File: src/rtl/fetch_queue.sv
// fetch_queue: PC generator, single-outstanding instruction memory reader and
// small instruction FIFO feeding decode over a valid/ready handshake.
// A redirect flushes the FIFO and restarts fetch at a new word-aligned PC.
// Optional build macro FETCH_QUEUE_PERF_EN adds the stall_cnt output, which
// counts cycles with no instruction presented to decode.
module fetch_queue #(
  parameter int unsigned DEPTH    = 4,
  parameter logic [31:0] RESET_PC = 32'h0
) (
  input  logic        clk,
  input  logic        rst,
  output logic        imem_req,
  output logic [31:0] imem_addr,
  input  logic        imem_valid,
  input  logic [31:0] imem_rdata,
  input  logic        redirect,
  input  logic [31:0] redirect_pc,
  output logic        out_valid,
  input  logic        out_ready,
  output logic [31:0] out_inst,
  output logic [31:0] out_pc
`ifdef FETCH_QUEUE_PERF_EN
  ,
  output logic [31:0] stall_cnt
`endif
);

  localparam int unsigned   AW   = (DEPTH > 1) ? $clog2(DEPTH) : 1;
  localparam int unsigned   CW   = AW + 1;
  localparam logic [CW-1:0] FULL = CW'(DEPTH);

  typedef enum logic [1:0] {
    IDLE,
    WAIT,
    DRAIN
  } state_t;

  state_t        state;
  logic [31:0]   fetch_pc;
  logic [31:0]   req_pc;
  logic [31:0]   inst_mem [DEPTH];
  logic [31:0]   pc_mem   [DEPTH];
  logic [AW-1:0] head;
  logic [AW-1:0] tail;
  logic [CW-1:0] count;
  logic          push;
  logic          pop;

  // Request gating, FIFO handshakes and head presentation.
  always_comb begin
    imem_req  = !rst && (state == IDLE) && (count < FULL) && !redirect;
    imem_addr = (state == IDLE) ? fetch_pc : req_pc;
    push      = (state == WAIT) && imem_valid && !redirect;
    out_valid = (count != '0);
    pop       = out_valid && out_ready;
    out_inst  = out_valid ? inst_mem[head] : '0;
    out_pc    = out_valid ? pc_mem[head] : '0;
  end

  // Fetch FSM: redirect overrides everything; a response that races a
  // redirect is dropped, otherwise the outstanding one is drained.
  always_ff @(posedge clk or posedge rst) begin
    if (rst) begin
      state    <= IDLE;
      fetch_pc <= RESET_PC;
      req_pc   <= '0;
    end else if (redirect) begin
      fetch_pc <= redirect_pc & 32'hFFFF_FFFC;
      case (state)
        WAIT:    state <= imem_valid ? IDLE : DRAIN;
        DRAIN:   state <= imem_valid ? IDLE : DRAIN;
        default: state <= IDLE;
      endcase
    end else begin
      case (state)
        IDLE: begin
          if (imem_req) begin
            req_pc   <= fetch_pc;
            fetch_pc <= fetch_pc + 32'd4;
            state    <= WAIT;
          end
        end
        WAIT:    if (imem_valid) state <= IDLE;
        DRAIN:   if (imem_valid) state <= IDLE;
        default: state <= IDLE;
      endcase
    end
  end

  // FIFO pointers and occupancy; a redirect empties the queue outright.
  always_ff @(posedge clk or posedge rst) begin
    if (rst) begin
      head  <= '0;
      tail  <= '0;
      count <= '0;
    end else if (redirect) begin
      head  <= '0;
      tail  <= '0;
      count <= '0;
    end else begin
      if (push) tail <= tail + 1'b1;
      if (pop)  head <= head + 1'b1;
      case ({push, pop})
        2'b10:   count <= count + 1'b1;
        2'b01:   count <= count - 1'b1;
        default: count <= count;
      endcase
    end
  end

  // FIFO storage: instruction word tagged with the PC it was fetched from.
  always_ff @(posedge clk) begin
    if (push) begin
      inst_mem[tail] <= imem_rdata;
      pc_mem[tail]   <= req_pc;
    end
  end

`ifdef FETCH_QUEUE_PERF_EN
  // Saturating count of cycles with nothing presented to decode.
  always_ff @(posedge clk or posedge rst) begin
    if (rst) begin
      stall_cnt <= '0;
    end else if (!out_valid && (stall_cnt != '1)) begin
      stall_cnt <= stall_cnt + 32'd1;
    end
  end
`endif

endmodule

File: config.mk
export PLATFORM = sky130hd
export DESIGN_NAME = fetch_queue
export DESIGN_NICKNAME = d
export VERILOG_FILES = /design/src/rtl/fetch_queue.sv
export SDC_FILE = /design/constraint.sdc
export NUM_CORES = 1
export LEC_CHECK = 0
export CAP_MARGIN = 20
export CORE_AREA = 4 4 168 170
export CTS_CLUSTER_SIZE = 8
export DETAILED_ROUTE_END_ITERATION = 12
export DIE_AREA = 0 0 172 174
export MAX_ROUTING_LAYER = met4
export PLACE_DENSITY = 0.75
export SLEW_MARGIN = 20
export SYNTH_ARGS = -nofsm -noshare
export SYNTH_HDL_FRONTEND = slang
export SYNTH_SLANG_ARGS = --single-unit
File: constraint.sdc
create_clock -name clk -period 3.51 [get_ports clk]
set_clock_uncertainty 0.1 [all_clocks]
set_input_delay 0.702 -clock clk [delete_from_list [all_inputs] [get_ports clk]]
set_output_delay 0.702 -clock clk [all_outputs]
set_load 0.01 [all_outputs]
; After elaboration in Yosys (flattened, before gate mapping)
; Memories as Yosys holds them, arrays and structs flattened.
; Cells that the tools add are included.
[word_totals]
reg_bits = 73
ramBits = 256
input_bits = 69
out_inout_bits = 98
n_memories = 2
[op_classes]
add_sub_neg = 5
order_cmp = 1
n_eq_ne = 6
muxes = 20
bitwise_logic = 1
n_reduce_logical = 19
[mem_list]
columns = name, depth, width, read_ports, rd_clocked_by_memory_dff, write_ports, line_no
row1 = inst_mem, 4, 32, 1, 0, 1, 41  ; logic [31:0] inst_mem [DEPTH];
row2 = pc_mem, 4, 32, 1, 0, 1, 42  ; logic [31:0] pc_mem [DEPTH];
[op_table]
columns = op, count
row1 = $mux W32, 6
row2 = $add A32 B3 Y32 const B, 1
row3 = $mux W2, 9
row4 = $reduce_bool A2 Y1, 4
row5 = $logic_and A1 B1 Y1, 6
row6 = $pmux W3 S2, 1
row7 = $reduce_bool A3 Y1, 2
row8 = $add A2 B1 Y2 const B, 2
row9 = $eq A2 B1 Y1 const B, 2
row10 = $eq A2 B2 Y1 const B, 2
row11 = $pmux W2 S2, 1
row12 = $reduce_and A2 Y1, 2
row13 = $add A3 B1 Y3 const B, 1
row14 = $lt A3 B3 Y1 const B, 1
row15 = $mux W3, 1
row16 = $ne A3 B1 Y1 const B, 1
row17 = $ne A3 B3 Y1 const B, 1
row18 = $reduce_and A3 Y1, 1
row19 = $sub A3 B1 Y3 const B, 1
row20 = $logic_not A1 Y1, 2
row21 = $logic_not A2 Y1, 1
row22 = $mux W1, 2
row23 = $reduce_or A2 Y1, 1
row24 = $not A1 Y1, 1

; Logic depth before layout (Yosys ltp)
[logic_depth]
word_depth = 7
depth_mapped = 9
ltp_nobuf = 9

; Least setup slack after synthesis
; OpenSTA, ideal clock, no wires.
[synth_timing]
kind = in2out
start = input port rst
end = output port imem_req
arrival_ps = 3001
required_ps = 2708
path_slack_ps = -293
stages = 4
path_buffers = 1
path_cell_list = inv_1 > nand3b_1 > nor2_1 > clkbuf_1
[synth_via]
elab_chain_len = 4
[synth_lines]
columns = element, line_no
row1 = from (decl), 11  ; input logic rst,
row2 = $logic_not A1 Y1 (no source line), n/a
row3 = $logic_and A1 B1 Y1 (3 in a row), 51  ; imem_req = !rst && (state == IDLE) && (count < FULL) && !redirect;
row4 = to (decl), 12  ; output logic imem_req,
; Every way passes these cells.

; Worst setup path after layout
[layout_timing]
start = register head[0]
end = output port out_pc[21]
[layout_via]
elab_chain_len = 2
[layout_lines]
columns = element, line_no
row1 = from (decl), 43  ; logic [AW-1:0] head;
row2 = from (signal assigned), 102  ; if (pop) head <= head + 1'b1;
row3 = $mem_v2 Z4 W32, n/a
row4 = $mux W32, 57  ; out_pc = out_valid ? pc_mem[head] : '0;
row5 = to (decl), 21  ; output logic [31:0] out_pc
; Every way passes these cells.

==> flow_metrics.py <==
metrics = {
    "outcome": {
        "status": "complete, no violations",
    },
    "layout": {
        "regArea_sq_mm": 0.009179,
        "drive_above_1_share_pct": 21.22,
        "num-nets-final": 1021,
        "area_delta_synth_final_pct": 25.54,
        "multi_input_area_sq_mm": 0.003820,
        "fill_cells": 1887,
    },
    "setup_path": {
        "rr_endpoint": "fetch_pc[25]",
        "cp.arrival_ns": 2.59,
        "cpPeakStageDelay_ns": 0.56,
        "path_cells": "buf_4 -> mux4_2 -> and2_1 -> clkdlybuf4s50_1",
        "cp.depth": 4,
        "crit_slowest_cell": "mux4_2",
        "start_kind": "register",
        "reg2reg_slack_ns": 0.69,
        "endpoint": "out_pc[21]",
        "critical_path_buf_inv_count": 2,
        "critical_path_peak_fanout": 19,
        "endpoint_kind": "primary output",
        "reg2reg_from": "state[0]",
        "critPathTopFamily": "buffers and inverters",
        "path_class": "reg2out",
        "r2r_cells": 7,
        "worstPathRequired_ns": 2.71,
        "crit_start": "head[0]",
    },
    "synth": {
        "async_reset_ff_share_pct": 21.77,
        "yosys-top-cells-area": "edfxtp_1 56%, dfrtp_1 13%, mux4_2 11%, mux2_2 5.1%, and2_1 3.3%",
        "synth_edf_count": 248,
        "yosysUniqueCellTypes": 45,
        "ys_seq_elements": 317,
        "synthesis.area_sq_mm": 0.01320,
        "ys_seq_area_share_pct": 69.52,
        "ys.flop_type": "edfxtp_1",
        "synth_top_area_cell": "edfxtp_1",
        "synth_top_cell_area_share_pct": 56.43,
        "synthCells": 760,
        "yosys_warnings": 0,
        "avgSynthCellArea_sq_um": 17.36,
    },
    "sta": {
        "worstMarginPinSlew_ns": 1.022,
        "hold_viol": 0,
        "finalSetupViolations": 0,
        "relSlewSlack_pct": 31.89,
        "fin_crit_sh_pct": 96.64,
        "finalSetupTns_ns": 0,
        "period_minus_slack_ns": 3.392,
        "slew_violations": 0,
        "fin_hold_ws_ns": 0.4325,
        "grt_setup_unrepaired": "no",
        "max_freq_ghz": 0.2948,
        "final.setup.worst_slack_ns": 0.1179,
    },
    "routing": {
        "viasPerCell": 5.692,
        "ant_nets": 0,
        "post_drt_wl_per_cell_microns": 21.73,
        "drt_first_pass_iters": 5,
        "wirelength_mm": 28.53,
        "drc_errors": 0,
        "vias": 7474,
        "drt-initial-drc-count": 702,
    },
    "placed_design": {
        "hpwl_mm": 17.23,
        "gp_congestion": 0.8144,
        "portBuffers": 160,
        "dp_slack_ns": 0.2487,
    },
    "clock_tree": {
        "clock_latency_ns": 0.53,
        "htreeDepth": 2,
        "clk_pin_slew_ns": 0.05,
        "cts.path.max_buffers": 3,
        "cts_root_buf": "clkbuf_16",
        "cts.sinks": 317,
        "cts_buffers": 45,
        "cts_tree": "done",
    },
    "floorplanning": {
        "placementRows": 60,
        "fp.dieW_microns": 172,
        "dieArea_sq_mm": 0.02993,
        "coreArea_sq_mm": 0.02673,
        "die_h_microns": 174,
        "ios": 167,
        "start_util_pct": 49.38,
    },
    "global_route": {
        "antenna_found_initial": 1,
        "grt_pass1_vias": 7802,
        "grt_max_degree": 70,
        "grt_usage_pct": 19.86,
        "grt.overflow.total": 0,
        "grt_pass1_wl_mm": 44.84,
    },
    "power_and_ir_drop": {
        "p_total_mw": 13.10,
        "irDropWorstVdd_uv": 479.5,
        "p_per_area_mw_per_mm2": 790.4,
        "power_leakage_nw": 5.569,
    },
    "flow_run": {
        "drv_cap": 0,
    },
    "min_path": {
        "hold_class": "reg2reg",
    },
}
-- metal layers --
layer  vias up  share of wire [%]  GRT usage, %
met5         -                  0             -
li1       3357                  -             -
met4         0                1.8         4.749
met2       301                 49         30.59
met3        48                6.8         3.775
met1      3768                 43         27.88
-- cells in the final DEF, fill, tap and decap left out, types with 4 or more instances in the layout --
master	synthesis	routed
or3_1	7	6
or4_1	14	14
and4_1	5	5
inv_1	6	5
nor2_1	24	23
xor2_1	10	10
a31oi_1	15	15
clkbuf_1	31	26
clkbuf_16	0	47
mux4_2	62	62
o31ai_1	11	11
buf_12	0	6
nand4_1	8	8
nand3_1	15	15
mux2_2	60	60
buf_4	6	14
conb_1	1	4
edfxtp_1	248	248
clkdlybuf4s50_1	0	160
and2_4	0	4
ha_1	7	6
nand2_1	26	26
dfrtp_1	69	67
o21ai_0	16	16
and2_1	69	65
nand2b_1	4	4
-- worst min-delay path by stage --
stage / from / to / slack [ns] / cells after the start
final: req_pc[2] / pc_mem[0][2] / 0.43 / 0
after global routing: req_pc[19] / pc_mem[2][19] / 0.46 / 0
after CTS: req_pc[9] / pc_mem[2][9] / 0.44 / 0
after detailed placement: req_pc[9] / pc_mem[2][9] / 0.42 / 0
after global placement: req_pc[2] / pc_mem[2][2] / 0.41 / 0
after floorplan: req_pc[10] / pc_mem[0][10] / 0.39 / 0
-- stage by stage --
| step | std cells | utilization (%) | instance area (sq um) |
|---|---|---|---|
| detailed placement | 1238 | 57.17 | 15280 |
| CTS | 1312 | 61.97 | 16560 |
| finish | 1313 | 61.99 | 16570 |
| global placement | 1238 | 57.17 | 15280 |
| global route | 1313 | 61.99 | 16570 |
| floorplan | 763 | - | 13210 |
-- cells by family after synthesis --
logic type                 share of synthesized area [%]
and+or+nand+nor                                    8.438
other                                            0.02842
AOI/OAI and AO/OA                                  2.674
muxes                                              15.85
buffers and inverters                              1.811
adders and majority gates                         0.8154
DFF                                                69.52
xor gates and xnor gates                          0.8628
-- flip-flops by register name, summed over array words and instances, names as in the netlist --
signal,cells
inst_mem,128
pc_mem,120
fetch_pc,30
req_pc,30
count,3
head,2
state,2
tail,2
-- synth_stat cells, types with 4 or more instances --
| master | count |
|---|---|
| and4_1 | 5 |
| mux2_2 | 60 |
| mux4_2 | 62 |
| and2_1 | 69 |
| o31ai_1 | 11 |
| edfxtp_1 | 248 |
| nand2_1 | 26 |
| nand2b_1 | 4 |
| buf_2 | 8 |
| o21ai_0 | 16 |
| xor2_1 | 10 |
| buf_4 | 6 |
| dfrtp_1 | 69 |
| nor2_1 | 24 |
| inv_1 | 6 |
| clkbuf_1 | 31 |
| nand4_1 | 8 |
| nand3_1 | 15 |
| ha_1 | 7 |
| a31oi_1 | 15 |
| or3_1 | 7 |
| or4_1 | 14 |
-- power by group --
group          leakage [nW]  internal (mW)  switching, mW
logic                  1.91           2.41           1.82
clock network         0.614           2.44           1.47
registers              3.05           4.58          0.368
-- what timing repair did --
item	in CTS	in global routing
endpoints found under the setup margin	0	1
hold buffers	0	0
setup buffers	0	0
gates resized for setup	0	1
-- area by class of cell --
type	instances	area share [%]
Clock inverter	1	0.05287
Tap cell	341	2.575
Clock buffer	73	7.688
Multi-Input combinational cell	393	23.06
Timing Repair Buffer	180	11.03
Inverter	7	0.1813
Antenna cell	1	0.01510
Sequential cell	317	55.40
Power figures use the tool's default switching activity.
